$ cat src/rtl/logic_unit_pipe.sv
// Pipelined bitwise logic unit with result flags, elastic valid/ready stages
// and collapsing bubbles. Latency equals STAGES; throughput one per cycle.
module logic_unit_pipe #(
  parameter int unsigned WIDTH  = 16,
  parameter int unsigned STAGES = 2
) (
  input  logic             clkpos1,
  input  logic             rstneg,
  input  logic             in_valid,
  output logic             in_ready,
  input  logic [WIDTH-1:0] A,
  input  logic [WIDTH-1:0] B,
  input  logic [2:0]       op,
  output logic             out_valid,
  input  logic             out_ready,
  output logic [WIDTH-1:0] Cout,
  output logic             zero,
  output logic             parity,
  output logic             busy
);

  localparam int unsigned LAST = STAGES - 1;

  logic [STAGES-1:0] vld;
  logic [STAGES-1:0] adv;
  logic [STAGES-1:0] load;
  logic [STAGES-1:0] zf;
  logic [STAGES-1:0] pf;
  logic [WIDTH-1:0]  dat [STAGES];

  logic [WIDTH-1:0]  res_c;
  logic              zero_c;
  logic              parity_c;
  logic              accept_c;

  // Bitwise function and flags of the presented operand set
  always_comb begin
    res_c = '0;
    unique case (op)
      3'b000: res_c = A & B;
      3'b001: res_c = A | B;
      3'b010: res_c = A ^ B;
      3'b011: res_c = ~(A ^ B);
      3'b100: res_c = ~(A & B);
      3'b101: res_c = ~(A | B);
      3'b110: res_c = A;
      default: res_c = ~A;
    endcase
    zero_c   = (res_c == '0);
    parity_c = ^res_c;
  end

  // Ready ripples back from the output: a stage moves when the next one can load
  always_comb begin
    adv = '0;
    load = '0;
    adv[LAST]  = vld[LAST] & out_ready;
    load[LAST] = ~vld[LAST] | adv[LAST];
    for (int k = int'(LAST) - 1; k >= 0; k--) begin
      adv[k]  = vld[k] & load[k+1];
      load[k] = ~vld[k] | adv[k];
    end
  end

  assign in_ready = rstneg & load[0];
  assign accept_c = in_valid & in_ready;

  // Stage registers: stage 0 captures on accept, later stages take from upstream
  always_ff @(posedge clkpos1 or negedge rstneg) begin
    if (!rstneg) begin
      vld <= '0;
      zf  <= '0;
      pf  <= '0;
      for (int k = 0; k < int'(STAGES); k++) begin
        dat[k] <= '0;
      end
    end else begin
      if (load[0]) begin
        vld[0] <= in_valid;
      end
      if (accept_c) begin
        dat[0] <= res_c;
        zf[0]  <= zero_c;
        pf[0]  <= parity_c;
      end
      for (int k = 1; k < int'(STAGES); k++) begin
        if (load[k]) begin
          vld[k] <= adv[k-1];
        end
        if (adv[k-1]) begin
          dat[k] <= dat[k-1];
          zf[k]  <= zf[k-1];
          pf[k]  <= pf[k-1];
        end
      end
    end
  end

  assign out_valid = vld[LAST];
  assign Cout      = dat[LAST];
  assign zero      = zf[LAST];
  assign parity    = pf[LAST];
  assign busy      = |vld;

endmodule
$ cat config.mk
export PLATFORM = sky130hd
export DESIGN_NAME = logic_unit_pipe
export DESIGN_NICKNAME = d
export VERILOG_FILES = /design/src/rtl/logic_unit_pipe.sv
export SDC_FILE = /design/constraint.sdc
export NUM_CORES = 1
export LEC_CHECK = 0
export ABC_CLOCK_PERIOD_IN_PS = 2280
export CAP_MARGIN = 0
export CORE_MARGIN = 2
export CORE_UTILIZATION = 40
export CTS_BUF_LIST = sky130_fd_sc_hd__clkbuf_4
export DETAILED_ROUTE_END_ITERATION = 8
export SLEW_MARGIN = 10
export SYNTH_ARGS = -nofsm -noshare
export SYNTH_HDL_FRONTEND = slang
export SYNTH_SLANG_ARGS = --single-unit
$ cat constraint.sdc
create_clock -name clkpos1 -period 2.28 [get_ports clkpos1]
set_input_delay 0.456 -clock clkpos1 [delete_from_list [all_inputs] [get_ports clkpos1]]
set_output_delay 0.456 -clock clkpos1 [all_outputs]
set_load 0.02 [all_outputs]
==> results of run 1 <==
what timing repair did:
action | in CTS | in global routing
pin swaps | 47 | 13
buffers inserted | 19 | 1
resized for setup | 70 | 22
endpoints found under the setup margin | 1 | 3
cloned | 1 | 0
hold buffers | 0 | 0
kinds of logic (layout without fill, tap and decap cells):
group                    count (synthesis)  in the layout  share of synthesized area, %
adder cells (fa/ha/maj)                 40             40                         15.04
AND/OR/NAND/NOR                         96             96                         13.65
XOR/XNOR                                17             17                         4.474
multiplexers                            23             23                         7.594
AO/OA/AOI/OAI                           88             88                         18.31
buffers and inverters                   74            191                         12.37
flip-flops                              38             38                         28.57
flip-flops by register name, indices dropped and copies added, names as in the netlist:
| name | cells |
|---|---|
| vld | 2 |
| pf | 2 |
| zf | 2 |
| dat | 16 |
| Cout | 16 |
final cells by class:
| type | count | area [µm²] |
|---|---|---|
| multi-input combinational | 264 | 2233 |
| clock buffer | 6 | 45.04 |
| timing repair buffer | 149 | 1328 |
| sequential | 38 | 950.9 |
| inverter | 34 | 127.6 |
| tap | 105 | 131.4 |
| fill | 712 | 3309 |
| clock inverter | 2 | 8.758 |
power groups by stage:
stage                     Clock, mW  Combinational (mW)  Sequential, mW
after detailed placement          0                1.20           0.944
final                         0.335                1.46           0.927
after global placement            0                1.17           0.935
after global routing          0.376                1.59           0.947
after floorplan                   0               0.801           0.920
after CTS                     0.346                1.31           0.929
stage by stage:
| step | instance area [µm²] | hold slack, ps | cells |
|---|---|---|---|
| finish | 4825 | 179.2 | 598 |
| CTS | 4674 | 195.6 | 597 |
| global placement | 4337 | 467.3 | 569 |
| floorplan | 3328 | 160.4 | 376 |
| global route | 4825 | 215.9 | 598 |
| detailed placement | 4337 | 468.5 | 569 |
metal layers:
layer / global-route usage (%) / share of wire [%] / vias up / wire, µm
li1: - / - / 1512 / -
met4: 3.261 / 1.1 / 0 / 84
met2: 30.99 / 49 / 61 / 3807
met5: 0 / 0 / - / 0
met3: 2.451 / 3.7 / 7 / 285
met1: 22.45 / 46 / 1378 / 3515
worst max path at each step:
| stage | to | startpoint | cells after the start |
|---|---|---|---|
| after global placement | pf[0] | A[0] | 12 |
| after detailed placement | pf[0] | A[10] | 12 |
| after CTS | pf[0] | A[11] | 12 |
| final | pf[0] | B[4] | 12 |
| after floorplan | pf[0] | A[11] | 11 |
| after global routing | pf[0] | B[10] | 12 |
layout by cell type (no fill, tap or decap), drive strengths merged, types with 7 or more instances in the layout:
cell type,synthesis,routed
o21ai,29,29
and2,7,7
dfrtp,38,38
inv,34,34
xnor2,13,13
nor3,7,7
nor2,21,21
buf,35,92
nand2,43,43
clkdlybuf4s50,0,22
ha,40,40
clkdlybuf4s15,0,7
dlygate4sd2,0,25
mux2,18,18
a21oi,13,13
o221ai,9,9
o32a,7,7
worst max-delay path, delay by kind of cell:
family | cells | cell delay, ps
fa+ha+maj | 2 | 450
compound gates | 4 | 590
buf+inv | 2 | 280
xor+xnor | 3 | 450
simple gates | 1 | 220
==> impl_metrics.tcl, run 1 <==
set metrics [dict create \
    drc 0 \
    syn_nets 455 \
    reg2reg_to "Cout[15]" \
    layout-drive-gt1-share_pct 34.48 \
    synth_edf_count 0 \
    cp_max_fo 2 \
    synth.most_common_cell "nand2_1" \
    syn-cell-area_um2 3328 \
    r2r_start "vld[1]" \
    ys_ff_latch 38 \
    gr-usage-all-layers_pct 17.38 \
    setup_viol 0 \
    finalPower_mw 2.724 \
    fmax_mhz 448.5 \
    p_leak_nw 2.340 \
    synth_top_area_share_pct 28.57 \
    fin_crit_ps 2229 \
    drtAntennaViolNets 0 \
    yosys-top-cells-area "dfrtp_1 29%, ha_1 15%, mux2_2 6.1%" \
    cts_tree "yes" \
    final_util_pct 59.31 \
    pin_count 60 \
    cts_root_buf "clkbuf_4" \
    cp_data_arrival_time_ps 2470 \
    dr.pass1.iters 4 \
    clock_path_buffers 2 \
    p_int_mw 1.794 \
    slew_viol_final 0 \
    port_buffers 59 \
    finalCritPeriodShare_pct 97.78 \
    cp-start-kind "input pin" \
    rsz0062_at_grt "yes" \
    area_growth_pct 44.96 \
    cts.clk_slew.worst_paths_ps 110 \
    core-area_um2 8134 \
    outcome "completed" \
    rows 33 \
    fin_nets 571 \
    slowest_stage "a32o_2" \
    syn-instance-count 376 \
    worstPathCellList "dlygate4sd2_1 > inv_1 > ha_1 > or2b_1 > a21oi_1 > o21bai_1 > a32o_2 > ha_4 > xnor2_4 > xnor2_2 > xnor2_1 > o21ai_1" \
    combPwrFrac_pct 53.7 \
    hp-class "input pin to async pin" \
    die_h_um 95.22 \
    critPathKind "input pin to flip-flop" \
    required_ps 2520 \
    start_util_pct 40.92 \
    via_per_inst 4.946 \
    grt_max_degree 39 \
    cap_violations 0 \
    p_clk_share_pct 12.3 \
    switching_share_pct 34.13 \
    clock-sinks 38 \
    regToRegSetupSlack_ps 840 \
    yosys.area.top_type "dfrtp_1" \
    ir_drop_v 0.0002218 \
    cts_buffers 5 \
    drtIter0Drc 95 \
    worst_slew_pin_slew_ps 462.4 \
    vias 2958 \
    slowest_delay_ps 300 \
    avgSynthCellArea_um2 8.852 \
    die_x_um 95.22 \
    totalWireLength_mm 7.693 \
    switching_power_mw 0.9297 \
    clock_skew_ps 7.768 \
    synth.distinct_cells 40 \
    slew_headroom_pct 69.18 \
    antenna_cells 0 \
    synth-async-reset-ratio_pct 100.0 \
    avgRoutedWirePerCell_um 12.86 \
    gr-total-overflow 0 \
    yosysSeqAreaShare_pct 28.57 \
    grt_pass1_vias 2842 \
    finalHoldViolations 0 \
    synth-main-ff-cell "dfrtp_1" \
    yosysWarnings 0 \
    gp_congestion 0.7470 \
    clkLatencyLatePin_ps 340 \
    die_area_um2 9066 \
    dp_hpwl_mm 5.433 \
    grt_pass1_wl_mm 12.70 \
    finalSetupTns_ps 0 \
    synthTopCellsByCount "43 x nand2_1, 40 x ha_1, 38 x dfrtp_1, 34 x inv_1, 21 x nor2_1" \
    htree_levels 2 \
    setup_slack_ps 50.51 \
    power_frac_seq_pct 34.0 \
    cp-end-kind "flip-flop" \
    r2r_cells 5 \
    antenna_found_initial 0 \
    pre_cts_slack_ps -661.8 \
    power_density_nw_per_um2 564.6 \
]
Note: power is estimated with default switching activity, not from simulation.
==> inputs of run 2 (changes only) <==
--- a/config.mk
+++ b/config.mk
@@ -7,7 +7,7 @@
 export LEC_CHECK = 0
 export ABC_CLOCK_PERIOD_IN_PS = 2280
 export CAP_MARGIN = 0
-export CORE_MARGIN = 2
+export CORE_MARGIN = 5
 export CORE_UTILIZATION = 40
 export CTS_BUF_LIST = sky130_fd_sc_hd__clkbuf_4
 export DETAILED_ROUTE_END_ITERATION = 8
==> impl_metrics.tcl, run 2 (synthesized netlist as in run 1, its figures left out) <==
set metrics [dict create \
    drc 0 \
    pin_count 60 \
    crit_buf_inv 2 \
    grt_max_degree 39 \
    required_ps 2510 \
    finalSetupTns_ps 0 \
    antenna_cells 0 \
    p_clk_share_pct 19.1 \
    die_h_um 101.2 \
    slowest_delay_ps 320 \
    totalWireLength_mm 7.680 \
    switching_power_mw 0.8880 \
    crit_top_cell "xnor2_1" \
    avgRoutedWirePerCell_um 12.69 \
    clock_path_buffers 2 \
    p_leak_nw 2.362 \
    critPathKind "input pin to flip-flop" \
    rows 33 \
    vias 3002 \
    most-common-layout-cells "89 x buf_4, 38 x dfrtp_1, 36 x nand2_1" \
    gp_congestion 0.8529 \
    finalCritPeriodShare_pct 98.25 \
    antenna_found_initial 0 \
    ir_drop_v 0.0002487 \
    rsz0062_at_grt "yes" \
    worst_slew_pin_slew_ps 459.5 \
    power_frac_seq_pct 32.4 \
    gr-usage-all-layers_pct 15.63 \
    htree_levels 2 \
    clock_skew_ps 8.138 \
    core-area_um2 8175 \
    area_growth_pct 46.69 \
    dp_cells 583 \
    p_int_mw 1.948 \
    final_common_cell "buf_4" \
    cap_violations 0 \
    cp-end-kind "flip-flop" \
    setup_viol 0 \
    design_area_um2 4882 \
    via_per_inst 4.962 \
    cp-start-kind "input pin" \
    hp-class "input pin to async pin" \
    die_x_um 101.2 \
    cts_root_buf "clkbuf_4" \
    combPwrFrac_pct 48.5 \
    drtIter0Drc 89 \
    worstPathCellList "dlygate4sd2_1 > inv_1 > ha_1 > and2_4 > o32a_1 > o221ai_1 > nand2_1 > ha_4 > xnor2_2 > xnor2_1 > xnor2_1 > o21ai_1" \
    power_density_nw_per_um2 580.8 \
    cts_tree "yes" \
    slew_viol_final 0 \
    cts_buffers 5 \
    cts.clk_slew.worst_paths_ps 110 \
    layout-drive-gt1-share_pct 35.80 \
    dr.pass1.iters 4 \
    final_util_pct 59.72 \
    fin_crit_ps 2240 \
    placed_cell_area_um2 4454 \
    worst_hold_slack_ps 190.5 \
    grt_pass1_vias 2951 \
    die_area_um2 10240 \
    dp_hpwl_mm 6.092 \
    cp_max_fo 2 \
    layout.cells.non_filler 605 \
    path_delay_family "compound AO/OA/AOI/OAI gates" \
    slowest_stage "o32a_1" \
    cp_data_arrival_time_ps 2470 \
    clkLatencyLatePin_ps 330 \
    outcome "completed" \
    slew_headroom_pct 69.37 \
    switching_share_pct 31.32 \
    finalHoldViolations 0 \
    fin_nets 578 \
    fmax_mhz 446.4 \
    drtAntennaViolNets 0 \
    port_buffers 59 \
    grt_pass1_wl_mm 13.29 \
    clock-sinks 38 \
    start_util_pct 40.71 \
    gr-total-overflow 0 \
]
run 2: cell count changes in the layout (fill, tap and decap cells not counted), sizes merged, moves of 2 or more:
cell,previous run,this run
bufinv,0,2
buf,92,99
clkdlybuf4s15,7,3
dlygate4sd2,25,30
run 2: power by group through the flow:
stage / clock (mW) / sequential, mW / combinational [mW]
6_report: 0.542 / 0.920 / 1.37
5_1_grt: 0.592 / 0.948 / 1.49
4_1_cts: 0.562 / 0.924 / 1.34
3_5_place_dp: 0 / 0.938 / 1.23
3_3_place_gp: 0 / 0.931 / 1.20
2_1_floorplan: 0 / 0.920 / 0.801
run 2: worst paths after layout:
path                       cells past startpoint     from      end  slack [ps]
setup / recovery                              12    A[10]    pf[0]          40
hold / removal                                 2   rstneg  dat[16]         190
setup reg to reg                               5   vld[1]    pf[1]         830
hold reg to reg                                2  dat[16]  dat[16]         500
max in group asynchronous                      2   rstneg  Cout[0]        1760
min in group clkpos1                           2  dat[16]  dat[16]         500
run 2: cell type report:
class                      count  area (µm²)
fill                         722        3293
multi-input combinational    264        2211
timing repair buffer         156        1356
sequential                    38       950.9
inverter                      34       131.4
tap                          105       131.4
clock inverter                 3       63.81
clock buffer                   5       37.54
run 2: repair_timing:
| action | CTS | global route |
|---|---|---|
| gates resized for setup | 69 | 16 |
| cloned | 0 | 0 |
| buffers inserted | 13 | 1 |
| pin swaps | 50 | 7 |
| endpoints found under the setup margin | 1 | 3 |
| hold buffers | 0 | 0 |
run 2: through the flow:
step	setup slack (ps)	power [mW]
after floorplan	1.172	1.722
after global placement	-674.2	2.131
after detailed placement	-735.2	2.166
after CTS	7.603	2.827
after global routing	-78.18	3.032
final	39.93	2.836
run 2: layer usage:
| metal | global-route usage [%] | routed length, µm | vias up |
|---|---|---|---|
| met5 | 0 | 0 | - |
| met4 | 3.783 | 92 | 0 |
| met3 | 1.791 | 366 | 11 |
| met2 | 27.31 | 3750 | 74 |
| met1 | 20.63 | 3470 | 1393 |
| li1 | - | - | 1524 |
==> inputs of run 3 (changes only) <==
--- a/config.mk
+++ b/config.mk
@@ -7,7 +7,7 @@
 export LEC_CHECK = 0
 export ABC_CLOCK_PERIOD_IN_PS = 2280
 export CAP_MARGIN = 0
-export CORE_MARGIN = 5
+export CORE_MARGIN = 1
 export CORE_UTILIZATION = 40
 export CTS_BUF_LIST = sky130_fd_sc_hd__clkbuf_4
 export DETAILED_ROUTE_END_ITERATION = 8
==> impl_metrics.tcl, run 3 (synthesized netlist as in run 1, its figures left out) <==
set metrics [dict create \
    antenna_found_initial 0 \
    rows 32 \
    p_int_mw 1.785 \
    met3_usage_pct 2.683 \
    finalSetupTns_ps 0 \
    slowest_delay_ps 340 \
    p_clk_share_pct 12.4 \
    critPathKind "input pin to flip-flop" \
    finalPower_mw 2.685 \
    pin_count 60 \
    combPwrFrac_pct 53.3 \
    gr-total-overflow 0 \
    clkLatencyLatePin_ps 330 \
    worstPathCellList "dlygate4sd2_1 > inv_1 > ha_1 > and2_4 > o32a_1 > o221ai_2 > nand2_1 > ha_4 > xnor2_4 > xnor2_2 > xnor2_1 > o21ai_1" \
    cts_root_buf "clkbuf_4" \
    fmax_mhz 449.7 \
    gp_congestion 0.7880 \
    die_h_um 93.22 \
    cp-start-kind "input pin" \
    grt_pass1_vias 2839 \
    fin_crit_ps 2224 \
    final_common_cell "buf_4" \
    grt_max_degree 39 \
    setup_viol 0 \
    cts_buffers 5 \
    fillCellCount 711 \
    cp_max_fo 2 \
    met2_usage_pct 30.94 \
    core-area_um2 7888 \
    cp-end-kind "flip-flop" \
    totalWireLength_mm 7.447 \
    drtAntennaViolNets 0 \
    vias 2957 \
    cts_tree "yes" \
    cp_data_arrival_time_ps 2440 \
    switching_share_pct 33.50 \
    p_leak_nw 2.291 \
    register_area_um2 950.9 \
    slew_headroom_pct 68.90 \
    layout.cells.non_filler 587 \
    grtUsageMet1_pct 23.59 \
    via_per_inst 5.037 \
    rsz0062_at_grt "yes" \
    slowest_stage "o32a_1" \
    multi_input_area_um2 2275 \
    drtIter0Drc 102 \
    start_util_pct 42.20 \
    cts.clk_slew.worst_paths_ps 100 \
    outcome "completed" \
    antenna_cells 0 \
    gr-usage-all-layers_pct 18.16 \
    setup_slack_ps 56.37 \
    grt_pass1_wl_mm 12.74 \
    clock_path_buffers 2 \
    dr.pass1.iters 4 \
    port_buffers 59 \
    clock_skew_ps 5.300 \
    clock-sinks 38 \
    pre_cts_slack_ps -690.6 \
    hp-class "input pin to async pin" \
    fin_nets 564 \
    dp_hpwl_mm 5.401 \
    ir_drop_v 0.0002370 \
    cts_hold_buf 0 \
    r2r_cells 5 \
    worst_slew_pin_slew_ps 466.6 \
    power_density_nw_per_um2 559.3 \
    slew_viol_final 0 \
    busiest_layer "met2" \
    layout-drive-gt1-share_pct 36.08 \
    avgRoutedWirePerCell_um 12.69 \
    cap_violations 0 \
    power_frac_seq_pct 34.3 \
    drc 0 \
    dp_cells 562 \
    die_area_um2 8689 \
    area_growth_pct 44.25 \
    finalCritPeriodShare_pct 97.53 \
    htree_levels 2 \
    required_ps 2500 \
    switching_power_mw 0.8994 \
    die_x_um 93.22 \
    finalHoldViolations 0 \
    most-common-layout-cells "70 x buf_4, 38 x dfrtp_1, 36 x nand2_1" \
]
==> run 3: changes by cell type in the layout (fill, tap and decap cells not counted), moves of 4 or more <==
cell | before | now
ha_2 | 0 | 4
dlygate4sd2_1 | 30 | 24
ha_1 | 30 | 25
buf_4 | 89 | 70
==> run 3: repair_timing <==
item / in CTS / in global routing
setup buffers: 17 / 0
gates resized for setup: 74 / 32
cloned: 1 / 0
setup endpoints to repair: 1 / 4
pin swaps: 55 / 20
==> run 3: power groups by stage <==
stage	clock [mW]	sequential, mW	combinational (mW)
floorplan	0	0.920	0.801
global placement	0	0.935	1.17
detailed placement	0	0.942	1.19
CTS	0.348	0.927	1.32
global route	0.388	0.946	1.55
finish	0.332	0.922	1.43
==> run 3: area by class of cell <==
cell class | count | area share (%)
Timing Repair Buffer | 142 | 26.40
Sequential cell | 38 | 19.81
Tap cell | 102 | 2.658
Multi-Input combinational cell | 264 | 47.38
Clock buffer | 7 | 1.095
Inverter | 34 | 2.658
==> run 3: final timing paths <==
check                           startpoint        to  slack (ps)
worst min-delay path                rstneg  Cout[14]         190
max in group asynchronous           rstneg   dat[26]        1760
worst max register to register      vld[1]     pf[1]         830
worst max-delay path                  B[3]     pf[0]          60
worst min register to register     dat[16]   dat[16]         490
min in group clkpos1               dat[16]   dat[16]         490
==> run 3: worst max-delay path: cells and delay by family <==
| kind | cells | cell delay [ps] |
|---|---|---|
| compound gates | 3 | 540 |
| fa+ha+maj | 2 | 490 |
| xor+xnor | 3 | 400 |
| simple gates | 2 | 290 |
| buf+inv | 2 | 270 |
==> run 3: per-layer routing <==
metal / up-vias / wire [µm]
met5: - / 0
met4: 0 / 123
met3: 12 / 299
met2: 81 / 3699
met1: 1373 / 3325
li1: 1491 / -
==> run 3: through the flow <==
step / utilization (%) / area, µm² / hold slack, ps
final: 60.87 / 4801 / 190.0
after global routing: 60.87 / 4801 / 204.0
after CTS: 59.28 / 4676 / 207.0
after detailed placement: 54.87 / 4328 / 473.3
after global placement: 54.87 / 4328 / 468.0
after floorplan: - / 3328 / 160.4
